<file path="src/rtl/program_loader.sv">
// Frame-driven instruction memory loader: assembles little-endian halfwords from a
// byte stream, writes them to program memory and releases the core on a good checksum.
module program_loader #(
   parameter int unsigned MAX_HALFWORDS = 512,
   parameter logic [31:0] BASE_ADDR     = 32'h0000_0000,
   parameter logic [7:0]  SYNC_BYTE     = 8'hA5
) (
   input  logic        clk_i,
   input  logic        reset_n_i,
   input  logic        byte_valid_i,
   input  logic [7:0]  byte_i,
   output logic        byte_ready_o,
   input  logic        load_start_i,
   output logic        program_mem_write_en_o,
   output logic [31:0] instruction_addr_o,
   output logic [15:0] instruction_o,
   output logic        cpu_hold_o,
   output logic        load_done_o,
   output logic        load_error_o
);

   typedef enum logic [3:0] {
      SYNC, LEN_LO, LEN_HI, DATA_LO, DATA_HI, WRITE, CHECK, DONE, ERROR
   } state_t;

   state_t      state_q, state_d;
   logic [7:0]  len_lo_q;
   logic [7:0]  data_lo_q;
   logic [7:0]  checksum_q;
   logic [15:0] remaining_q;
   logic        accept;
   logic [15:0] len;

   assign accept = byte_valid_i && byte_ready_o;
   assign len    = {byte_i, len_lo_q};

   always_comb begin
      state_d = state_q;
      case (state_q)
         SYNC:    if (accept && byte_i == SYNC_BYTE) state_d = LEN_LO;
         LEN_LO:  if (accept) state_d = LEN_HI;
         LEN_HI: begin
            if (accept) begin
               if ({16'h0000, len} > MAX_HALFWORDS) state_d = ERROR;
               else if (len == 16'h0000)            state_d = CHECK;
               else                                 state_d = DATA_LO;
            end
         end
         DATA_LO: if (accept) state_d = DATA_HI;
         DATA_HI: if (accept) state_d = WRITE;
         WRITE:   state_d = (remaining_q == 16'd1) ? CHECK : DATA_LO;
         CHECK:   if (accept) state_d = (byte_i == checksum_q) ? DONE : ERROR;
         DONE,
         ERROR:   if (load_start_i) state_d = SYNC;
         default: state_d = SYNC;
      endcase
   end

   // Status outputs are registered decodes of the next state so they line up
   // with the state they describe and never depend combinationally on inputs.
   always_ff @(posedge clk_i or negedge reset_n_i) begin
      if (!reset_n_i) begin
         state_q                <= SYNC;
         byte_ready_o           <= 1'b1;
         program_mem_write_en_o <= 1'b0;
         instruction_addr_o     <= BASE_ADDR;
         instruction_o          <= '0;
         cpu_hold_o             <= 1'b1;
         load_done_o            <= 1'b0;
         load_error_o           <= 1'b0;
         len_lo_q               <= '0;
         data_lo_q              <= '0;
         checksum_q             <= '0;
         remaining_q            <= '0;
      end else begin
         state_q                <= state_d;
         byte_ready_o           <= !(state_d inside {WRITE, DONE, ERROR});
         program_mem_write_en_o <= (state_d == WRITE);
         cpu_hold_o             <= (state_d != DONE);
         load_done_o            <= (state_d == DONE);
         load_error_o           <= (state_d == ERROR);
         case (state_q)
            LEN_LO: if (accept) len_lo_q <= byte_i;
            LEN_HI: begin
               if (accept && state_d == DATA_LO) begin
                  remaining_q        <= len;
                  instruction_addr_o <= BASE_ADDR;
               end
            end
            DATA_LO: begin
               if (accept) begin
                  data_lo_q  <= byte_i;
                  checksum_q <= checksum_q ^ byte_i;
               end
            end
            DATA_HI: begin
               if (accept) begin
                  instruction_o <= {byte_i, data_lo_q};
                  checksum_q    <= checksum_q ^ byte_i;
               end
            end
            WRITE: begin
               remaining_q        <= remaining_q - 16'd1;
               instruction_addr_o <= instruction_addr_o + 32'd2;
            end
            DONE, ERROR: if (load_start_i) checksum_q <= '0;
            default: ;
         endcase
      end
   end

endmodule

</file>
<file path="config.mk">
export PLATFORM = sky130hd
export DESIGN_NAME = program_loader
export DESIGN_NICKNAME = d
export VERILOG_FILES = /design/src/rtl/program_loader.sv
export SDC_FILE = /design/constraint.sdc
export NUM_CORES = 1
export LEC_CHECK = 0
export ABC_AREA = 1
export BUFFER_PORTS_ARGS = -buffer_cell sky130_fd_sc_hd__buf_2
export CORE_MARGIN = 4
export CORE_UTILIZATION = 55
export DETAILED_ROUTE_END_ITERATION = 7
export GPL_ROUTABILITY_DRIVEN = 0
export PLACE_DENSITY = 0.76
export SLEW_MARGIN = 20
export SYNTH_ARGS = -nofsm -noshare
export SYNTH_HDL_FRONTEND = slang
export SYNTH_SLANG_ARGS = --single-unit
</file>
<file path="constraint.sdc">
create_clock -name clk_i -period 2.9 [get_ports clk_i]
set_input_delay 0.29 -clock clk_i [delete_from_list [all_inputs] [get_ports clk_i]]
set_output_delay 0.29 -clock clk_i [all_outputs]
set_load 0.01 [all_outputs]
</file>
Word level (Yosys, flattened, before mapping)
Cells that the tools add are included.
{"block": "classes", "magnitude_cmp": 1, "reduce_logical": 16, "eq_ne": 19, "n_addsub": 2, "n_mux": 19, "bitwise": 1}
{"operator": "32-bit one-hot mux with 2 select lines", "count": 1}
{"operator": "4-bit two-way mux", "count": 9}
{"operator": "32-bit by 2-bit adder with 32-bit output (second input constant)", "count": 1}
{"operator": "32-bit two-way mux", "count": 1}
{"operator": "16-bit one-hot mux with 2 select lines", "count": 1}
{"operator": "4-bit one-hot mux with 8 select lines", "count": 1}
{"operator": "4-bit by 3-bit == test with 1-bit output (second input constant)", "count": 6}
{"operator": "16-bit by 1-bit == test with 1-bit output (second input constant)", "count": 1}
{"operator": "16-bit by 10-bit greater-than comparator with 1-bit output (second input constant)", "count": 1}
{"operator": "16-bit zero test", "count": 1}
{"operator": "16-bit two-way mux", "count": 1}
{"operator": "8-bit two-way mux", "count": 2}
{"operator": "8-bit one-hot mux with 2 select lines", "count": 1}
{"operator": "16-bit by 1-bit subtractor with 16-bit output (second input constant)", "count": 1}
{"operator": "4-bit by 2-bit == test with 1-bit output (second input constant)", "count": 3}
{"operator": "4-bit == test (second input constant)", "count": 2}
{"operator": "8-bit == test", "count": 1}
{"operator": "8-bit == test (second input constant)", "count": 1}
{"operator": "2-bit AND reduction", "count": 4}
{"operator": "8-bit bitwise XOR", "count": 1}
{"operator": "3-bit two-way mux", "count": 2}
{"operator": "4-bit by 1-bit == test with 1-bit output (second input constant)", "count": 1}
{"operator": "4-bit zero test", "count": 1}
{"operator": "2-bit inequality test (second input constant)", "count": 2}
{"operator": "8 further kinds", "count": 12}
{"block": "totals", "inputBits": 12, "elab_cells": 70, "output_inout_bits": 53, "regBits": 97}

Logic depth before layout (Yosys ltp)
{"block": "logic_depth", "ltp_word": 9, "depth_mapped": 10, "ltp_nobuf": 10}

Least setup slack after synthesis
No wires, ideal clock.
{"block": "synth_path", "path_kind": "register -> register", "start": "reg instruction_addr_o[1]", "end": "reg instruction_addr_o[19]", "required_time_ns": 2.782, "stages_incl_launch_ff": 9, "arrival_ns": 1.398, "setup_slack_ns": 1.384, "setup_ns": 0.118, "period_less_slack_ns": 1.516, "path_buffers": 0, "path_cell_list": "dfrtp_1 > ha_1 > inv_1 > nor2_4 > nand2_1 > nor3_2 > nand4_1 > nand3_1 > nand2_1"}
{"block": "synth_via", "elab_chain_len": 2}
{"item": "start, declared", "line_no": "15", "rtl": "output logic [31:0] instruction_addr_o,"}
{"item": "start signal, assigned", "line_no": "104", "rtl": "instruction_addr_o <= instruction_addr_o + 32'd2;"}
{"item": "32-bit by 2-bit adder with 32-bit output", "line_no": "104"}
{"item": "32-bit one-hot mux with 2 select lines", "line_no": "82", "rtl": "case (state_q)"}
Every way passes these cells.
A chain may end at the register's enable or synchronous reset.

Final worst setup path
{"block": "layout_path", "start": "reg byte_ready_o", "end": "reg remaining_q[2]"}
{"block": "layout_via", "elab_chain_len": 8, "word_cells_on_any_way": 13, "cone_classes": "eq/ne (2); mux (7); reduce/logical (4)"}
{"item": "start, declared", "line_no": "12", "rtl": "output logic byte_ready_o,"}
{"item": "start signal, assigned", "line_no": "77", "rtl": "byte_ready_o <= !(state_d inside {WRITE, DONE, ERROR});"}
{"item": "1-bit logical AND (*)", "line_no": "34", "rtl": "assign accept = byte_valid_i && byte_ready_o;"}
{"item": "1-bit logical AND", "line_no": "40", "rtl": "SYNC: if (accept && byte_i == SYNC_BYTE) state_d = LEN_LO;"}
{"item": "4-bit two-way mux", "line_no": "40"}
{"item": "4-bit one-hot mux with 8 select lines", "line_no": "39", "rtl": "case (state_q)"}
{"item": "4-bit by 2-bit == test with 1-bit output", "line_no": "85", "rtl": "if (accept && state_d == DATA_LO) begin"}
{"item": "1-bit logical AND (*)", "line_no": "85"}
{"item": "2-bit inequality test (no line) (*)"}
{"item": "2-bit AND reduction (no line) (*)"}
{"item": "end signal, assigned", "line_no": "86", "rtl": "remaining_q <= len;"}
{"item": "end signal, assigned", "line_no": "103", "rtl": "remaining_q <= remaining_q - 16'd1;"}
{"item": "end, declared", "line_no": "30", "rtl": "logic [15:0] remaining_q;"}
Every way passes the cells marked *; elsewhere a longest branch is shown, timed or not.

==> flow_metrics.tcl <==
set metrics [dict create \
    start_kind "register" \
    syn2layout_area_growth_pct 10.8 \
    nets 851 \
    io-pin-count 65 \
    initial_utilization_pct 56.1 \
    drv_slew 0 \
    drt_iter0_markers 379 \
    final_util_pct 62.2 \
    synth_flop_cell "dfrtp_1" \
    via_per_inst 5.42 \
    clock_skew_ns 0.0123 \
    routed_wl_mm 13.5 \
    worst_slew_pin_slew_ns 0.728 \
    grt_pass1_vias 4961 \
    finalPower_w 0.00578 \
    synth_top_area_share_pct 43.1 \
    post-route-cell-area_um2 6050 \
    drive_gt1_share_pct 13.4 \
    dp_hpwl_mm 9.78 \
    clockBufferDepth 2 \
    synthCells 779 \
    setup_tns_ns 0 \
    rsz0062_at_grt "false" \
    hold_end "checksum_q[2]$_DFFE_PN0P_" \
    drtPass1Iterations 6 \
    status "complete, no violations" \
    ff2ff_path_depth 8 \
    yosysTopAreaCell "dfrtp_1" \
    drc 0 \
    worstHoldStart "byte_i[2]" \
    fin_cells 974 \
    cts_buffers 9 \
    clk_pin_slew_worst_paths_ns 0.09 \
    hold_path.class "in2reg" \
    cts_setup_buffers 0 \
    hold_depth 4 \
    numPortBuffers 63 \
    cts_tree "built" \
    dpl_cell_area_um2 5850 \
    dieArea_um2 11600 \
    grt_pass1_wl_mm 23.1 \
    critPathKind "reg2reg" \
    wl_per_cell_um 13.9 \
    end_kind "register" \
    vias 5278 \
    synth_area_um2 5460 \
    synthTopCellsByCount "nand2_1, nand3_1, dfrtp_1" \
    clockRootBuffer "clkbuf_8" \
    ant_nets 0 \
    cellLeakagePower_nw 3.27 \
    reg2reg_from "byte_ready_o$_DFF_PN1_" \
    antennaDiodeCount 0 \
    cp.required_ns 3.21 \
    timing.fmax_ghz 0.482 \
    synthMostInstantiatedCell "nand2_1" \
    num_rows 36 \
    finalCritPeriodShare_pct 71.5 \
    postSynthAreaPerCell_um2 7.01 \
    r2r_end "remaining_q[2]$_DFFE_PN0P_" \
    maxSlewHeadroom_pct 51.3 \
    synth-edff-count 0 \
    max-vdd-ir-drop_uv 553 \
    dp.cells 957 \
    ys_seq_elements 96 \
    hold_viol_final 0 \
    die_w_um 108 \
    die_h_um 108 \
    grt_usage_pct 24.8 \
    overflow 0 \
    ys_seq_area_share_pct 44.0 \
    htree_levels 3 \
    min_period_ns 2.07 \
    max_cap_violations 0 \
    clock_latency_ns 0.38 \
    syn_nets 794 \
    ys_async_sr_fraction_pct 100 \
    p_per_area_nw_per_um2 956 \
    arrival_ns 2.39 \
    path_max_fanout 46 \
    coreArea_um2 9730 \
    antenna_found_initial 0 \
    grt_max_degree 67 \
    yosys_warnings 0 \
    setup_viol 0 \
    netlist_top_cells_area "dfrtp_1, nand2_1, nand3_1, nor2_1, inv_1" \
    ff2ff_setup_slack_ns 0.83 \
    cts_sinks 96 \
    synth_cell_types 34 \
]
## worst max-delay path, stage by stage (launching register included)
cell and delay [ns]:
dfstp_2 0.54, nand2_1 0.14, inv_2 0.16, nand2_1 0.08, nand2_1 0.11, nand3_4 0.43
nand2_2 0.39, nand2_1 0.09, nand2_1 0.06
## routing by layer
| metal | wire (µm) | vias to the layer above | global-route usage (%) |
|---|---|---|---|
| li1 | - | 2608 | - |
| met1 | 5950 | 2482 | 32.7 |
| met2 | 6560 | 164 | 40.9 |
| met3 | 775 | 24 | 4.86 |
| met4 | 225 | 0 | 8.57 |
| met5 | 0 | - | 0 |
## metrics by stage
stage                     worst slack [ns]  hold slack [ns]
after floorplan                       1.38         -0.00559
after global placement               0.889            0.356
after detailed placement             0.843            0.358
after CTS                            0.829            0.252
after global routing                 0.586            0.282
final                                0.825            0.269
## final cells by class
type                            instances  area, µm²
Multi-Input combinational cell        582       2640
Clock buffer                           10        128
Clock inverter                          6       60.1
Fill cell                             921       3680
Tap cell                              133        166
Timing Repair Buffer                   67        350
Sequential cell                        96       2400
Inverter                               80        300
## power by group
part | total, W | switching, W | leakage, nW | internal (W)
Sequential | 0.00254 | 0.000622 | 1.24 | 0.00192
Clock | 0.000848 | 0.000516 | 0.0946 | 0.000332
Combinational | 0.00240 | 0.00150 | 1.93 | 0.000891
## layout by cell type, fill, tap and decap left out, drive strengths merged, types with 5 or more instances in the layout
cell type,instances
nand3,120
nand2,267
nor2,88
nor3,13
clkbuf,10
dfrtp,94
xor2,5
nand4,10
o21ai,52
inv,82
a21oi,9
buf,66
## registers in the layout, summed over array words and instances (netlist names)
signal                  flops
checksum_q                  8
remaining_q                16
state_q                     4
load_error_o                1
len_lo_q                    8
instruction_o              16
load_done_o                 1
cpu_hold_o                  1
program_mem_write_en_o      1
byte_ready_o                1
data_lo_q                   8
instruction_addr_o         31
## worst max-delay path by stage
| stage | from | end | slack (ns) |
|---|---|---|---|
| CTS | byte_ready_o$_DFF_PN1_ | remaining_q[8]$_DFFE_PN0P_ | 0.83 |
| global route | byte_ready_o$_DFF_PN1_ | remaining_q[2]$_DFFE_PN0P_ | 0.59 |
| global placement | byte_i[0] | remaining_q[2]$_DFFE_PN0P_ | 0.89 |
| detailed placement | byte_i[0] | remaining_q[8]$_DFFE_PN0P_ | 0.84 |
| floorplan | instruction_addr_o[1]$_DFFE_PN0P_ | instruction_addr_o[19]$_DFFE_PN0P_ | 1.38 |
| finish | byte_ready_o$_DFF_PN1_ | remaining_q[2]$_DFFE_PN0P_ | 0.83 |
## timing repair
item	CTS	global route
hold buffers	1	0
resized for setup	0	0
hold endpoints to repair	46	0
## kinds of logic after synthesis
| logic type | after synthesis | share of synthesized area (%) |
|---|---|---|
| fa+ha+maj | 3 | 0.687 |
| other cells | 1 | 0.0687 |
| xor+xnor | 7 | 1.12 |
| buf+inv | 101 | 7.63 |
| simple gates | 501 | 39.3 |
| compound gates | 70 | 7.15 |
| flops | 96 | 44.0 |
Power figures use the tool's default switching activity.
